[config.mk]
export PLATFORM = sky130hd
export DESIGN_NAME = ifetch_unit
export DESIGN_NICKNAME = d
export VERILOG_FILES = /design/src/rtl/ifetch_pkg.sv /design/src/rtl/ifetch_fifo.sv /design/src/rtl/ifetch_unit.sv
export SDC_FILE = /design/constraint.sdc
export NUM_CORES = 1
export LEC_CHECK = 0
export BUFFER_PORTS_ARGS = -buffer_cell sky130_fd_sc_hd__buf_4
export CORE_MARGIN = 2
export CORE_UTILIZATION = 36
export CTS_BUF_LIST = sky130_fd_sc_hd__clkbuf_4 sky130_fd_sc_hd__clkbuf_8
export CTS_CLUSTER_SIZE = 30
export DETAILED_ROUTE_END_ITERATION = 8
export PLACE_DENSITY = 0.67
export SYNTH_ARGS = -nofsm -noshare
export SYNTH_HDL_FRONTEND = slang
export SYNTH_SLANG_ARGS = --single-unit
[constraint.sdc]
create_clock -name Clk -period 7.1 [get_ports Clk]
set_clock_uncertainty 0.05 [all_clocks]
set_input_delay 0.355 -clock Clk [delete_from_list [all_inputs] [get_ports Clk]]
set_output_delay 0.355 -clock Clk [all_outputs]
set_load 0.01 [all_outputs]
[src/rtl/ifetch_pkg.sv]
// ifetch_pkg: shared constants, FSM encoding and buffer entry type for the fetch unit
package ifetch_pkg;
  localparam logic [31:0] IFETCH_RESET_ADDR = 32'h0000_3000;
  typedef enum logic [1:0] {IDLE, REQ, DROP} state_t;
  typedef struct packed {
    logic [31:0] pc;
    logic [31:0] instr;
  } entry_t;
endpackage

[src/rtl/ifetch_fifo.sv]
// ifetch_fifo: power-of-two instruction buffer with synchronous flush taking priority over push/pop
module ifetch_fifo import ifetch_pkg::*; #(
  parameter int DEPTH = 2
) (
  input  logic                     Clk,
  input  logic                     ReSet_n,
  input  logic                     flush,
  input  logic                     push,
  input  logic                     pop,
  input  entry_t                   din,
  output entry_t                   head,
  output logic [$clog2(DEPTH):0]   count
);
  localparam int AW = $clog2(DEPTH);
  localparam int CW = AW + 1;
  entry_t mem [DEPTH];
  logic [AW-1:0] rd_ptr, wr_ptr;
  assign head = mem[rd_ptr];
  always_ff @(posedge Clk)
    if (push && !flush) mem[wr_ptr] <= din;
  always_ff @(posedge Clk or negedge ReSet_n)
    if (!ReSet_n) begin
      rd_ptr <= '0;
      wr_ptr <= '0;
      count  <= '0;
    end else if (flush) begin
      rd_ptr <= '0;
      wr_ptr <= '0;
      count  <= '0;
    end else begin
      if (push) wr_ptr <= wr_ptr + 1'b1;
      if (pop) rd_ptr <= rd_ptr + 1'b1;
      count <= count + CW'(push) - CW'(pop);
    end
endmodule

[src/rtl/ifetch_unit.sv]
// ifetch_unit: issues word reads over req/ack, buffers {pc, instr} for decode, flushes on redirect
module ifetch_unit import ifetch_pkg::*; #(
  parameter logic [31:0] RESET_ADDR = IFETCH_RESET_ADDR,
  parameter int          DEPTH      = 2
) (
  input  logic        Clk,
  input  logic        ReSet_n,
  input  logic [31:0] NEWPC,
  input  logic        Redirect,
  output logic        IMemReq,
  output logic [31:0] IMemAddr,
  input  logic        IMemAck,
  input  logic [31:0] IMemData,
  output logic        InstrValid,
  output logic [31:0] Instr,
  output logic [31:0] InstrPc,
  input  logic        InstrReady
);
  localparam int CW = $clog2(DEPTH) + 1;
  state_t state;
  logic [31:0] fetch_addr, drop_addr;
  logic [CW-1:0] count, count_nxt;
  logic push, pop;
  entry_t din, head;
  assign push = IMemAck && state == REQ;
  assign pop = InstrValid && InstrReady;
  assign count_nxt = count + CW'(push) - CW'(pop);
  assign din = '{pc: fetch_addr, instr: IMemData};
  assign IMemReq = state != IDLE;
  // while dropping, the bus keeps the abandoned address even if fetch_addr has moved on
  assign IMemAddr = state == DROP ? drop_addr : fetch_addr;
  assign InstrValid = count != '0;
  assign Instr = InstrValid ? head.instr : '0;
  assign InstrPc = InstrValid ? head.pc : '0;
  ifetch_fifo #(.DEPTH(DEPTH)) u_fifo (
    .Clk(Clk), .ReSet_n(ReSet_n), .flush(Redirect), .push(push), .pop(pop),
    .din(din), .head(head), .count(count)
  );
  always_ff @(posedge Clk or negedge ReSet_n)
    if (!ReSet_n) begin
      state      <= IDLE;
      fetch_addr <= {RESET_ADDR[31:2], 2'b00};
      drop_addr  <= {RESET_ADDR[31:2], 2'b00};
    end else if (Redirect) begin
      fetch_addr <= {NEWPC[31:2], 2'b00};
      if (state == REQ && !IMemAck) drop_addr <= fetch_addr;
      state <= (state == DROP || (state == REQ && !IMemAck)) ? DROP : REQ;
    end else if (state == IDLE) begin
      if (count < CW'(DEPTH)) state <= REQ;
    end else if (IMemAck) begin
      if (state == REQ) fetch_addr <= fetch_addr + 32'd4;
      state <= (state == DROP || count_nxt < CW'(DEPTH)) ? REQ : IDLE;
    end
endmodule

# Word-level counts from Yosys, hierarchy flattened
# Memories as Yosys holds them, arrays and structs flattened.
# Index checks and enable logic that the tools add are counted.
[classes]
bitwise_logic = 0
n_div = 0
magnitude_cmp = 2
mux = 20
mul = 0
n_addsub = 5
eq_ne = 4
reduce_logical = 19
shifts = 0
[ops]
columns = ["op", "count"]
rows = [
  ["$mux 32", 7],
  ["$add 32x3->32 const B", 1],
  ["$mux 2", 6],
  ["$reduce_bool 2->1", 6],
  ["$mux 1", 7],
  ["$logic_and 1x1->1", 4],
  ["$lt 2x2->1 const B", 2],
  ["$reduce_and 2->1", 2],
  ["$ne 3x2->1 const B", 1],
  ["$reduce_and 3->1", 1],
  ["$reduce_bool 3->1", 1],
  ["$add 1x1->1 const B", 2],
  ["$add 2x1->2", 1],
  ["$eq 2x1->1 const B", 1],
  ["$eq 2x2->1 const B", 1],
  ["$logic_not 1->1", 2],
  ["$logic_not 2->1", 1],
  ["$logic_or 1x1->1", 2],
  ["$ne 2x2->1 const B", 1],
  ["$sub 2x1->2", 1],
]
[totals]
mem_count = 1
regBits = 70
rom_bits = 0
in_bits = 69
mem_bits_rw = 128
latch_bits = 0
[memory_table]
columns = ["name", "depth", "word_bits", "read_ports", "rd_ports_with_merged_regs", "write_ports", "line_no", "source"]
rows = [
  ["u_fifo.mem", 2, 64, 1, 0, 1, "ifetch_fifo.sv:16", "entry_t mem [DEPTH];"],
]

# Longest topological paths before layout
[logic_depth]
word_depth = 10
ltp_mapped = 10
mapped_depth_nobuf = 10

# Cells and area by module
# From an unflattened synthesis, not the netlist that was laid out.
[unflattened]
hier_cells = 612
area_unflattened_um2 = 8858.5
[by_module_without_submodules]
columns = ["module", "cells_per_inst", "area_per_inst_um2", "instances", "seq_area_each_um2"]
rows = [
  ["ifetch_fifo", 216, 5027.3, 1, 3943.8],
  ["ifetch_unit", 396, 3831.2, 1, 1556.5],
]

# Least setup slack after synthesis
# OpenSTA, ideal clock, no wires.
[synth_timing]
kind = "input to register"
start = "in Redirect"
end = "mem u_fifo.mem[0][0] (netlist bit), enable pin"
slack_ns = 1.468
arrival_time_ns = 5.024
t_required_ns = 6.491
n_path_buf = 2
stages = 3
cell_sequence = "clkbuf_1 buf_1 nor3_1"
[synth_via]
elab_chain_len = 4
[synth_rtl]
columns = ["item", "line_no", "source"]
rows = [
  ["start, declared", "ifetch_unit.sv:9", "input logic Redirect,"],
  ["$logic_not 1->1", "ifetch_fifo.sv:20", "if (push && !flush) mem[wr_ptr] <= din;"],
  ["$logic_and 1x1->1", "ifetch_fifo.sv:20", ""],
  ["$mux 1", "ifetch_fifo.sv:20", ""],
  ["$mux 1 (not written as such)", "ifetch_fifo.sv:20", ""],
  ["end, declared", "ifetch_fifo.sv:16", ""],
]
# Every way passes these cells.

# Final worst setup path
[layout_timing]
start = "reg state[0]"
end = "out IMemAddr[18]"
[layout_via]
elab_chain_len = 2
[layout_rtl]
columns = ["item", "line_no", "source"]
rows = [
  ["start, declared", "ifetch_unit.sv:20", "state_t state;"],
  ["start signal, assigned", "ifetch_unit.sv:47", "state <= (state == DROP || (state == REQ && !IMemAck)) ? DROP : REQ;"],
  ["start signal, assigned", "ifetch_unit.sv:52", "state <= (state == DROP || count_nxt < CW'(DEPTH)) ? REQ : IDLE;"],
  ["$eq 2x2->1", "ifetch_unit.sv:31", "assign IMemAddr = state == DROP ? drop_addr : fetch_addr;"],
  ["$mux 32", "ifetch_unit.sv:31", ""],
  ["end, declared", "ifetch_unit.sv:11", "output logic [31:0] IMemAddr,"],
]
# Every way passes these cells.

==> summary.txt <==
Global route
  – Via count of the first global-routing pass: 5314
  – Residual overflow from global routing: 0
  – First-pass GRT wire length: 29700 um
  – Initial antenna violation count: 0
  – Pin count of the biggest net entering global routing: 67
  – GRT Util Overall: 0.161

Timing
  – Setup repair after global routing missed its margin: no
  – Count of endpoints failing hold in the final timing report: 0
  – Final Setup Violations: 0
  – Share of the clock period used by the worst path: 0.391
  – Max Fclk: 361 MHz
  – Worst Tran Pin Value: 1.18 ns
  – Relative slew slack: 0.215
  – Shortest period the worst path allows: 2.77 ns
  – Setup TNS Final: 0 ns
  – Number of pins with negative max-slew slack in the final report: 0

Final layout
  – Register area: 5380 um^2
  – Share of layout cells above drive strength 1: 0.345
  – Layout Utilization: 0.463
  – Area taken by multi-input logic gates: 2700 um^2
  – Post-route cell area: 10500 um^2
  – Synthesis-to-layout area growth: 26.8%
  – Fill cell count: 2040
  – Final layout net count: 860
  – Number of diodes added for antenna fixing: 0
  – Number of standard cells in the layout, taps in and fillers out: 1086

Pwr
  – Power per cell area: 324 nW/um^2
  – Design Power: 3.39 mW
  – Share of total power consumed by net switching: 0.317
  – Peak supply drop: 0.173 mV
  – Internal cell power: 2.32 mW
  – Leak Pwr: 3.98 nW
  – Switching power total: 1.07 mW
  – Relative contribution of sequential cells to total power: 0.439
  – Logic gate share of total power: 0.339
  – Clock network fraction of total power: 0.222

CTS
  – Master cell of the clock root buffer: sky130_fd_sc_hd__clkbuf_8
  – Number of buffers on the longest clock path: 2
  – Post-CTS Repair Setup Buffers: 0
  – CTS H-tree lvls: 4
  – Inserted Clock Buffers: 17
  – TritonCTS clock tree: yes
  – Clock network latency to the later pin of the worst-skew pair: 0.45 ns
  – Worst-path clk slew: 0.09 ns
  – Clock sink total: 190

Detailed routing
  – Routed wire length: 19400 um
  – WL per Instance: 17.8 um
  – Drt first-iter violations: 244
  – Vias: 5423
  – Met2 Wirelength: 9470 um
  – Met3 WL post-DR: 1090 um
  – DRC Markers: 0
  – Via density per instance: 4.99
  – DR top layer: met4
  – Detailed-router iteration count before antenna repair: 4
  – Remaining antenna violation count after routing: 0
  – Wire length the detailed router placed on met1: 8520 um

Hold path
  – Hold crit path type: in2reg

Critical path
  – Required time of the critical path: 6.69 ns
  – Setup CP Type: reg2out
  – Type of origin of the critical path: flip-flop
  – Top fanout value on the critical path: 27
  – Data arrival at the endpoint of the critical path: 2.37 ns
  – CP endpoint kind: primary output

Floorplan
  – Die area: 24100 um^2
  – Std-Cell Core Area: 22600 um^2
  – Number of rows created at floorplan: 55
  – Number of I/O pins: 167
  – Die outline height: 155 um
  – Die boundary width: 155 um
  – Starting density of the core: 0.366

Synth
  – Flop and latch count out of synthesis: 190
  – Cell types occupying the most area after synthesis: sky130_fd_sc_hd__edfxtp_1 (45%), sky130_fd_sc_hd__dfrtp_1 (19%), sky130_fd_sc_hd__mux2_2 (7.8%)
  – Fraction of synthesis flops using an asynchronous set or reset pin: 0.347
  – Cell types with the highest counts after synthesis: sky130_fd_sc_hd__edfxtp_1 (124), sky130_fd_sc_hd__nor2_1 (81), sky130_fd_sc_hd__mux2i_1 (64)
  – Netlist cell types: 49
  – Number of enable-type register cells in the synthesized netlist: 124
  – Gate count of the mapped netlist: 603
  – Warnings, synthesis: 0
  – Share of the synthesized area in the top cell type: 0.451
  – Dominant cell by count in the synthesized netlist: sky130_fd_sc_hd__edfxtp_1
  – Proportion of synthesized chip area in sequential cells: 0.652
  – Mapped cell area: 8250 um^2
  – Post-Syn Area per Cell: 13.7 um^2
  – Post-synth top area cell: sky130_fd_sc_hd__edfxtp_1
  – Dominant synthesized flop cell: sky130_fd_sc_hd__edfxtp_1

Placed design
  – DP HPWL: 11900 um
  – # port buffers: 160
  – Final RePlAce weighted congestion: 0.749
  – Cell total after placement: 1022
  – Area after detailed placement: 9720 um^2

Status
  – Run status: finished clean

Job
  – Number of max-capacitance violations reported: 0
[cell usage in the layout (no fill, tap or decap), types with 5 or more instances in the layout]
cell	Yosys	routed
sky130_fd_sc_hd__buf_4	4	167
sky130_fd_sc_hd__edfxtp_1	124	124
sky130_fd_sc_hd__nor2_1	81	80
sky130_fd_sc_hd__mux2i_1	64	64
sky130_fd_sc_hd__dfrtp_1	62	61
sky130_fd_sc_hd__mux2_2	57	57
sky130_fd_sc_hd__dlygate4sd3_1	0	32
sky130_fd_sc_hd__nand2_1	29	29
sky130_fd_sc_hd__o21ai_0	20	20
sky130_fd_sc_hd__clkbuf_8	2	18
sky130_fd_sc_hd__a31oi_1	15	15
sky130_fd_sc_hd__nand3_1	12	12
sky130_fd_sc_hd__or4_1	11	11
sky130_fd_sc_hd__nand4_1	10	10
sky130_fd_sc_hd__inv_1	8	8
sky130_fd_sc_hd__xor2_1	8	8
sky130_fd_sc_hd__o31ai_1	7	7
sky130_fd_sc_hd__or3_1	6	6
sky130_fd_sc_hd__xnor2_1	5	5
[flip-flops by register name (all words and copies together), names as in the netlist]
register / flops
u_fifo.wr_ptr: 1
u_fifo.count: 2
state: 2
u_fifo.rd_ptr: 1
drop_addr: 30
fetch_addr: 30
u_fifo.mem: 124
[metal layers]
metal  track usage  vias to the layer above
met1         0.206                     2682
met2         0.270                      138
met3        0.0393                       17
met4        0.0516                        0
li1              -                     2586
met5             0                        -
[logic make-up after synthesis]
logic type / after synthesis / synth area share
DFF: 190 / 0.652
and+or+nand+nor: 178 / 0.108
muxes: 121 / 0.155
AOI/OAI and AO/OA: 53 / 0.0402
buffers and inverters: 44 / 0.0255
xor gates and xnor gates: 13 / 0.0138
adders and majority gates: 3 / 0.00455
other: 1 / 0.000455
[power groups by stage]
stage / Clock [mW] / Combinational [mW] / Sequential (mW)
after floorplan: 0 / 0.670 / 1.48
after global placement: 0 / 1.14 / 1.50
after detailed placement: 0 / 1.16 / 1.51
after CTS: 0.777 / 1.17 / 1.49
after global routing: 0.822 / 1.25 / 1.51
final: 0.753 / 1.15 / 1.49
[worst paths after layout]
path,from,cells after the start,endpoint,slack [ns]
max,state[0],4,IMemAddr[18],4.33
min,IMemData[30],1,u_fifo.mem[0][30],0.04
max reg2reg,state[1],5,fetch_addr[20],4.53
min reg2reg,drop_addr[8],1,drop_addr[8],0.46
min in group asynchronous,ReSet_n,2,drop_addr[6],0.49
max in group asynchronous,ReSet_n,2,u_fifo.rd_ptr,5.82
[critical path, cell delays in order (launching register included)]
cell                      delay [ns]
sky130_fd_sc_hd__dfrtp_1        0.48
sky130_fd_sc_hd__and2b_1        0.44
sky130_fd_sc_hd__buf_4          0.44
sky130_fd_sc_hd__mux2_2         0.40
sky130_fd_sc_hd__buf_4          0.15
[through the flow]
step / hold slack, ns / worst slack, ns
2_1_floorplan: 0.00941 / 1.47
3_3_place_gp: 0.433 / 4.41
3_5_place_dp: 0.440 / 4.40
4_1_cts: 0.0000802 / 4.25
5_1_grt: 0.00152 / 4.18
6_report: 0.0354 / 4.33
[repair_timing]
action / CTS / global route
gates resized for setup: 0 / 0
hold buffers: 29 / 3
endpoints found under the hold margin: 103 / 6
[cell type report]
cell class	instances	share of cell area
clock buffers	22	0.0266
clock inverters	10	0.0135
inverters	8	0.00287
multi-input cells	372	0.258
flip-flops and latches	190	0.515
well taps	285	0.0341
repair buffers	199	0.150
Power figures use the tool's default switching activity.
